**config.mk**
```make
export PLATFORM = sky130hd
export DESIGN_NAME = ifu_fetch_queue
export DESIGN_NICKNAME = d
export VERILOG_FILES = /design/src/rtl/core101_pkg.sv /design/src/rtl/fetch_fifo.sv /design/src/rtl/ifu_fetch_queue.sv
export SDC_FILE = /design/constraint.sdc
export NUM_CORES = 1
export LEC_CHECK = 0
export CAP_MARGIN = 20
export CORE_MARGIN = 3
export CORE_UTILIZATION = 35
export DETAILED_ROUTE_END_ITERATION = 12
export GPL_ROUTABILITY_DRIVEN = 0
export GPL_TIMING_DRIVEN = 0
export PLACE_DENSITY = 0.59
export SYNTH_ARGS = -nofsm -noshare
export SYNTH_HDL_FRONTEND = slang
export SYNTH_SLANG_ARGS = --single-unit
```
**constraint.sdc**
```tcl
create_clock -name clock_in -period 9.4 [get_ports clock_in]
set_clock_uncertainty 0.2 [all_clocks]
set_input_delay 1.41 -clock clock_in [delete_from_list [all_inputs] [get_ports clock_in]]
set_output_delay 1.41 -clock clock_in [all_outputs]
set_load 0.03 [all_outputs]
```
**src/rtl/core101_pkg.sv**
```systemverilog
// Shared fetch-path types: word width, fetch FSM states, queue entry layout.
// Latency: n/a (types and constants only).
// Backpressure: n/a.
package core101_pkg;

  localparam int XLEN = 32;

  // Sequential fetch stride in bytes
  localparam logic [XLEN-1:0] PC_INC = XLEN'(4);

  // IDLE: no request; WAIT: request out, data kept; DROP: request out, data discarded
  typedef enum logic [1:0] {
    ST_IDLE = 2'd0,
    ST_WAIT = 2'd1,
    ST_DROP = 2'd2
  } fetch_state_t;

  typedef struct packed {
    logic [XLEN-1:0] pc;
    logic [XLEN-1:0] ins;
  } fetch_entry_t;

  // Instruction fetches are word aligned; the low address bits carry no meaning
  function automatic logic [XLEN-1:0] align_word(input logic [XLEN-1:0] addr);
    return {addr[XLEN-1:2], 2'b00};
  endfunction

endpackage

```
**src/rtl/fetch_fifo.sv**
```systemverilog
// Small synchronous FIFO of fetch entries with flush and occupancy outputs.
// Latency: a push is visible at head on the cycle after the push edge.
// Backpressure: caller must not push when full; pop on empty is ignored; flush wins over push/pop.
module fetch_fifo import core101_pkg::*; #(
  parameter  int DEPTH = 2,
  localparam int PTR_W = $clog2(DEPTH),
  localparam int CNT_W = PTR_W + 1
) (
  input  logic               clk,
  input  logic               rst_n,
  input  logic               flush,
  input  logic               push,
  input  fetch_entry_t       push_dat,
  input  logic               pop,
  output fetch_entry_t       head,
  output logic [CNT_W-1:0]   count,
  output logic               full,
  output logic               empty
);

  fetch_entry_t      mem_q [DEPTH];
  logic [PTR_W-1:0]  wr_ptr_q;
  logic [PTR_W-1:0]  rd_ptr_q;
  logic [CNT_W-1:0]  count_q;
  logic              do_push;
  logic              do_pop;

  assign empty   = (count_q == '0);
  assign full    = (count_q == CNT_W'(DEPTH));
  assign count   = count_q;
  assign head    = mem_q[rd_ptr_q];
  assign do_push = push && !flush && !full;
  assign do_pop  = pop && !flush && !empty;

  // Pointers wrap naturally because DEPTH is a power of two
  always_ff @(posedge clk or negedge rst_n) begin
    if (!rst_n) begin
      wr_ptr_q <= '0;
      rd_ptr_q <= '0;
      count_q  <= '0;
    end else if (flush) begin
      wr_ptr_q <= '0;
      rd_ptr_q <= '0;
      count_q  <= '0;
    end else begin
      if (do_push) wr_ptr_q <= wr_ptr_q + PTR_W'(1);
      if (do_pop)  rd_ptr_q <= rd_ptr_q + PTR_W'(1);
      if (do_push && !do_pop)      count_q <= count_q + CNT_W'(1);
      else if (do_pop && !do_push) count_q <= count_q - CNT_W'(1);
    end
  end

  // Entry storage needs no reset: head is only consumed when the queue is non-empty
  always_ff @(posedge clk) begin
    if (do_push) mem_q[wr_ptr_q] <= push_dat;
  end

  // The issuing side reserves space before requesting, so a push on full is a design bug
  a_no_push_full: assert property (@(posedge clk) disable iff (!rst_n)
    !(push && !flush && full));

endmodule

```
**src/rtl/ifu_fetch_queue.sv**
```systemverilog
// Sequential instruction fetcher: issues word reads, queues returned words with PCs, serves head to decode.
// Latency: first request on the edge after reset release; returned word at head one edge after mem_valid_in.
// Backpressure: a new read issues only with queue room reserved; halt stops issue, redirect flushes and restarts.
module ifu_fetch_queue #(
  parameter int              XLEN        = 32,
  parameter logic [XLEN-1:0] RESET_ADDR  = '0,
  parameter int              QUEUE_DEPTH = 2
) (
  input  logic            clock_in,
  input  logic            reset_in,
  input  logic            halt_in,
  input  logic            redirect_in,
  input  logic [XLEN-1:0] redirect_addr_in,
  output logic [XLEN-1:0] mem_addr_out,
  output logic            mem_read_out,
  input  logic            mem_valid_in,
  input  logic [XLEN-1:0] mem_data_in,
  output logic [XLEN-1:0] ir_data_out,
  output logic [XLEN-1:0] pc_out,
  output logic            ir_valid_out,
  input  logic            ir_ready_in
);
  import core101_pkg::*;

  localparam int               CNT_W    = $clog2(QUEUE_DEPTH) + 1;
  localparam logic [CNT_W-1:0] DEPTH_M1 = CNT_W'(QUEUE_DEPTH - 1);

  fetch_state_t     state_q;
  logic [XLEN-1:0]  fetch_pc_q;
  logic [XLEN-1:0]  req_pc_q;
  logic             mem_read_q;

  logic [CNT_W-1:0] q_count;
  logic             q_full;
  logic             q_empty;
  logic             q_push;
  logic             q_pop;
  fetch_entry_t     q_push_dat;
  fetch_entry_t     q_head;

  logic             issue_ok;
  logic             chain_ok;
  logic [XLEN-1:0]  redirect_pc;

  // Room is judged on the registered occupancy: a pop in this cycle does not free a slot yet
  assign issue_ok    = !halt_in && !redirect_in && !q_full;
  // Back-to-back needs room for one more after the word landing this cycle
  assign chain_ok    = !halt_in && !redirect_in && (q_count < DEPTH_M1);
  assign redirect_pc = align_word(redirect_addr_in);

  assign q_push      = (state_q == ST_WAIT) && mem_valid_in && !redirect_in;
  assign q_pop       = ir_valid_out && ir_ready_in && !redirect_in;
  assign q_push_dat  = '{pc: req_pc_q, ins: mem_data_in};

  assign mem_addr_out = req_pc_q;
  assign mem_read_out = mem_read_q;
  assign ir_valid_out = !q_empty;
  assign ir_data_out  = q_empty ? '0 : q_head.ins;
  assign pc_out       = q_empty ? '0 : q_head.pc;

  fetch_fifo #(
    .DEPTH    (QUEUE_DEPTH)
  ) u_fifo (
    .clk      (clock_in),
    .rst_n    (reset_in),
    .flush    (redirect_in),
    .push     (q_push),
    .push_dat (q_push_dat),
    .pop      (q_pop),
    .head     (q_head),
    .count    (q_count),
    .full     (q_full),
    .empty    (q_empty)
  );

  // Fetch FSM: request issue, completion, and redirect handling with a registered read strobe
  always_ff @(posedge clock_in or negedge reset_in) begin
    if (!reset_in) begin
      state_q    <= ST_IDLE;
      fetch_pc_q <= RESET_ADDR;
      req_pc_q   <= RESET_ADDR;
      mem_read_q <= 1'b0;
    end else begin
      case (state_q)
        ST_IDLE: begin
          if (redirect_in) begin
            fetch_pc_q <= redirect_pc;
          end else if (issue_ok) begin
            state_q    <= ST_WAIT;
            req_pc_q   <= fetch_pc_q;
            mem_read_q <= 1'b1;
          end
        end
        ST_WAIT: begin
          if (redirect_in) begin
            // The bus request cannot be withdrawn; let it finish and throw the word away
            fetch_pc_q <= redirect_pc;
            if (mem_valid_in) begin
              state_q    <= ST_IDLE;
              mem_read_q <= 1'b0;
            end else begin
              state_q    <= ST_DROP;
            end
          end else if (mem_valid_in) begin
            fetch_pc_q <= req_pc_q + PC_INC;
            if (chain_ok) begin
              req_pc_q <= req_pc_q + PC_INC;
            end else begin
              state_q    <= ST_IDLE;
              mem_read_q <= 1'b0;
            end
          end
        end
        ST_DROP: begin
          if (redirect_in) fetch_pc_q <= redirect_pc;
          if (mem_valid_in) begin
            state_q    <= ST_IDLE;
            mem_read_q <= 1'b0;
          end
        end
        default: begin
          state_q    <= ST_IDLE;
          mem_read_q <= 1'b0;
        end
      endcase
    end
  end

  // The memory side relies on the address staying put until it answers
  a_addr_hold: assert property (@(posedge clock_in) disable iff (!reset_in)
    (mem_read_out && !mem_valid_in) |=> $stable(mem_addr_out));

endmodule

```
==> impl_metrics.py <==
metrics = {
    "floorplan": {
        "io_pins": 168,
        "initial_core_util_pct": 36.0,
        "die-area_um2": 27200,
        "row_count": 57,
        "coreArea_um2": 24500,
        "die_y_um": 165,
        "fp.dieW_um": 165,
    },
    "yosys": {
        "synthesis.area_um2": 8820,
        "synth.avg_cell_area_um2": 12.2,
        "syn-instance-count": 726,
        "ys_warn_count": 0,
        "synth.ff_latch_count": 199,
        "yosysSeqAreaShare_pct": 63.7,
        "synthFlopType": "edfxtp_1",
        "synth_edf_count": 128,
        "async_flop_share_pct": 35.7,
        "syn_nets": 800,
        "synthDistinctLibCells": 49,
    },
    "clock_network": {
        "path_clk_slew_ps": 80,
        "cts_tree": "built",
        "ctsHoldBuffers": 0,
        "post_cts_buffers": 0,
        "cts_resized": 0,
        "clockBufferDepth": 2,
        "cts_buffers": 17,
        "htree_levels": 4,
        "clock-sinks": 199,
        "cts-root-buf": "clkbuf_16",
        "clk_latency_ps": 440,
    },
    "worst_setup_path": {
        "end_kind": "primary output",
        "reg2reg_depth": 6,
        "r2r_setup_slack_ps": 6710,
        "r2r_start": "mem_addr_out[2]$_DFFE_PN0P_",
        "critPathMaxFanout": 10,
        "critical_path_required_ps": 7790,
        "start_kind": "flip-flop",
        "crit_type": "flip-flop to primary output",
        "worstPathArrival_ps": 3090,
        "rr_endpoint": "fetch_pc_q[14]$_DFFE_PN0P_",
    },
    "route": {
        "wire_per_inst_um": 18.7,
        "routed_wl_um": 23500,
        "drc": 0,
        "drtIter0Drc": 428,
        "ant_nets": 0,
        "dr.pass1.iters": 6,
        "num_vias": 6503,
        "avgViaCountPerCell": 5.17,
    },
    "sta": {
        "finalCritPeriodShare_pct": 50.0,
        "rsz0062_at_grt": "false",
        "setup_viol": 0,
        "tns_ps": 0,
        "max_clock_freq_ghz": 0.213,
        "min_period_ps": 4700,
        "hold-worst-slack_ps": 267,
        "relSlewSlack_pct": 38.1,
        "worst_pin_slew_ps": 929,
        "hold_viol": 0,
        "report.final.slew_viol_count": 0,
    },
    "global_routing": {
        "overflow": 0,
        "grt_pass1_vias": 6359,
        "grt_pass1_wl_um": 36200,
        "grt_use_total_pct": 17.5,
        "grt_max_degree": 58,
        "antenna_found_initial": 1,
    },
    "power_and_ir_drop": {
        "switching_power_mw": 1.48,
        "swShare_pct": 41.2,
        "p_clk_share_pct": 21.1,
        "ir_drop_v": 0.000145,
        "power_density_nw_per_um2": 308,
        "seq_power_share_pct": 36.0,
        "internal_power_mw": 2.11,
        "p_comb_share_pct": 42.9,
        "p_leak_nw": 4.03,
    },
    "min_path": {
        "hold_depth": 2,
        "min_from": "fetch_pc_q[0]$_DFFE_PN0P_",
        "hp-class": "flip-flop to flip-flop",
        "min_to": "fetch_pc_q[0]$_DFFE_PN0P_",
    },
    "place": {
        "hpwlAfterDp_um": 16400,
        "io_buffer_count": 165,
    },
    "finish": {
        "diodes": 0,
        "area_growth_pct": 31.9,
        "nNetsFinal": 995,
        "drive_above_1_share_pct": 6.75,
    },
    "outcome": {
        "status": "finished clean",
    },
    "flow_run": {
        "max_cap_viol_count": 0,
    },
}
==> cells in the mapped netlist (10+ instances only) <==
cell type,number,share of area [%]
a21oi_1,34,1.9
a2bb2oi_1,16,1.6
a32oi_1,20,2.0
clkbuf_1,34,1.4
dfrtp_1,71,20
edfxtp_1,128,44
mux2i_1,66,7.5
nand2_1,52,2.2
nand3_1,22,1.2
nand4_1,12,0.85
nor2_1,94,4.0
o21ai_0,43,2.4
o22ai_1,21,1.5
xnor2_1,10,0.99
xor2_1,18,1.8
==> worst max-delay path, cell delays in order, from the launching register on <==
cell and delay (ps):
dfrtp_1 340, clkbuf_1 540, buf_1 760, mux2i_1 170
nor2_1 140, clkdlybuf4s50_1 690
==> placed cells by master (no fill, tap or decap), types with 3 or more instances in the layout <==
cell and instances:
a32oi_1 20, inv_8 8, buf_6 3, nor2_1 94
mux2i_1 66, a31oi_1 3, nor2b_1 6, and3_1 6
xor2_1 18, clkbuf_16 17, inv_1 6, o22ai_1 21
and2_1 5, o21ai_0 43, a21oi_1 34, dfrtp_1 71
ha_1 4, o2bb2a_1 3, nand2_1 52, nand4_1 12
edfxtp_1 128, clkdlybuf4s50_1 164, buf_1 6, nand3_1 22
buf_4 7, a2bb2oi_1 16, clkinv_8 3, buf_2 6
nor3_1 5, o21a_1 3, clkbuf_1 34, xnor2_1 10
==> registers in the layout, indices dropped and copies added, names as in the netlist <==
register / flops
fetch_pc_q: 32
mem_addr_out: 32
mem_read_out: 1
state_q: 2
u_fifo.count: 2
u_fifo.mem_q: 128
u_fifo.rd_ptr_q: 1
u_fifo.wr_ptr_q: 1
==> worst max path at each step <==
stage | slack, ps | endpoint | depth (start not counted) | start
2_1_floorplan | 590 | u_fifo.mem_q[0][0]$_DFFE_PP_ | 3 | redirect_in
3_3_place_gp | -4680 | u_fifo.mem_q[0][57]$_DFFE_PP_ | 4 | redirect_in
3_5_place_dp | 4750 | u_fifo.mem_q[0][57]$_DFFE_PP_ | 7 | redirect_in
4_1_cts | 4600 | pc_out[28] | 5 | u_fifo.rd_ptr_q$_DFFE_PN0P_
5_1_grt | 4480 | pc_out[29] | 5 | u_fifo.rd_ptr_q$_DFFE_PN0P_
6_report | 4700 | pc_out[28] | 5 | u_fifo.rd_ptr_q$_DFFE_PN0P_
==> power by group through the flow <==
stage | registers (mW) | clock network [mW] | logic (mW)
2_1_floorplan | 1.38 | 0 | 0.825
3_3_place_gp | 1.31 | 0 | 1.54
3_5_place_dp | 1.31 | 0 | 1.55
4_1_cts | 1.29 | 0.775 | 1.56
5_1_grt | 1.32 | 0.814 | 1.65
6_report | 1.29 | 0.758 | 1.54
==> routing by layer <==
layer	up-vias	global-route usage (%)	wire length, um
met5	-	0	12
li1	3085	-	-
met4	2	5.45	461
met1	3201	24.4	10900
met2	184	27.6	10900
met3	31	3.61	1210
==> cell families after synthesis <==
logic type               count (synthesis)  synth area share [%]
AO/OA/AOI/OAI                          152                  11.0
XOR/XNOR                                28                  2.78
adder cells (fa/ha/maj)                  4                 0.567
buffers and inverters                   53                  2.35
flip-flops                             199                  63.7
multiplexers                            68                  7.74
AND/OR/NAND/NOR                        222                  11.8
==> cell type report <==
cell class,instances,area (um^2)
Sequential cell,199,5620
Clock inverter,15,195
Buffer,47,185
Fill cell,2276,12900
Multi-Input combinational cell,474,3000
Inverter,6,22.5
Tap cell,324,405
Clock buffer,17,425
Timing Repair Buffer,176,1780
==> metrics by stage <==
stage	power, mW	area (um^2)	instances	util, %	setup slack [ps]
finish	3.59	11600	1258	47.4	4700
global route	3.79	11600	1258	47.4	4480
CTS	3.63	11600	1258	47.4	4600
detailed placement	2.86	11000	1226	44.9	4750
global placement	2.86	10900	1215	44.3	-4680
floorplan	2.20	8820	726	-	587
Power figures use the tool's default switching activity.
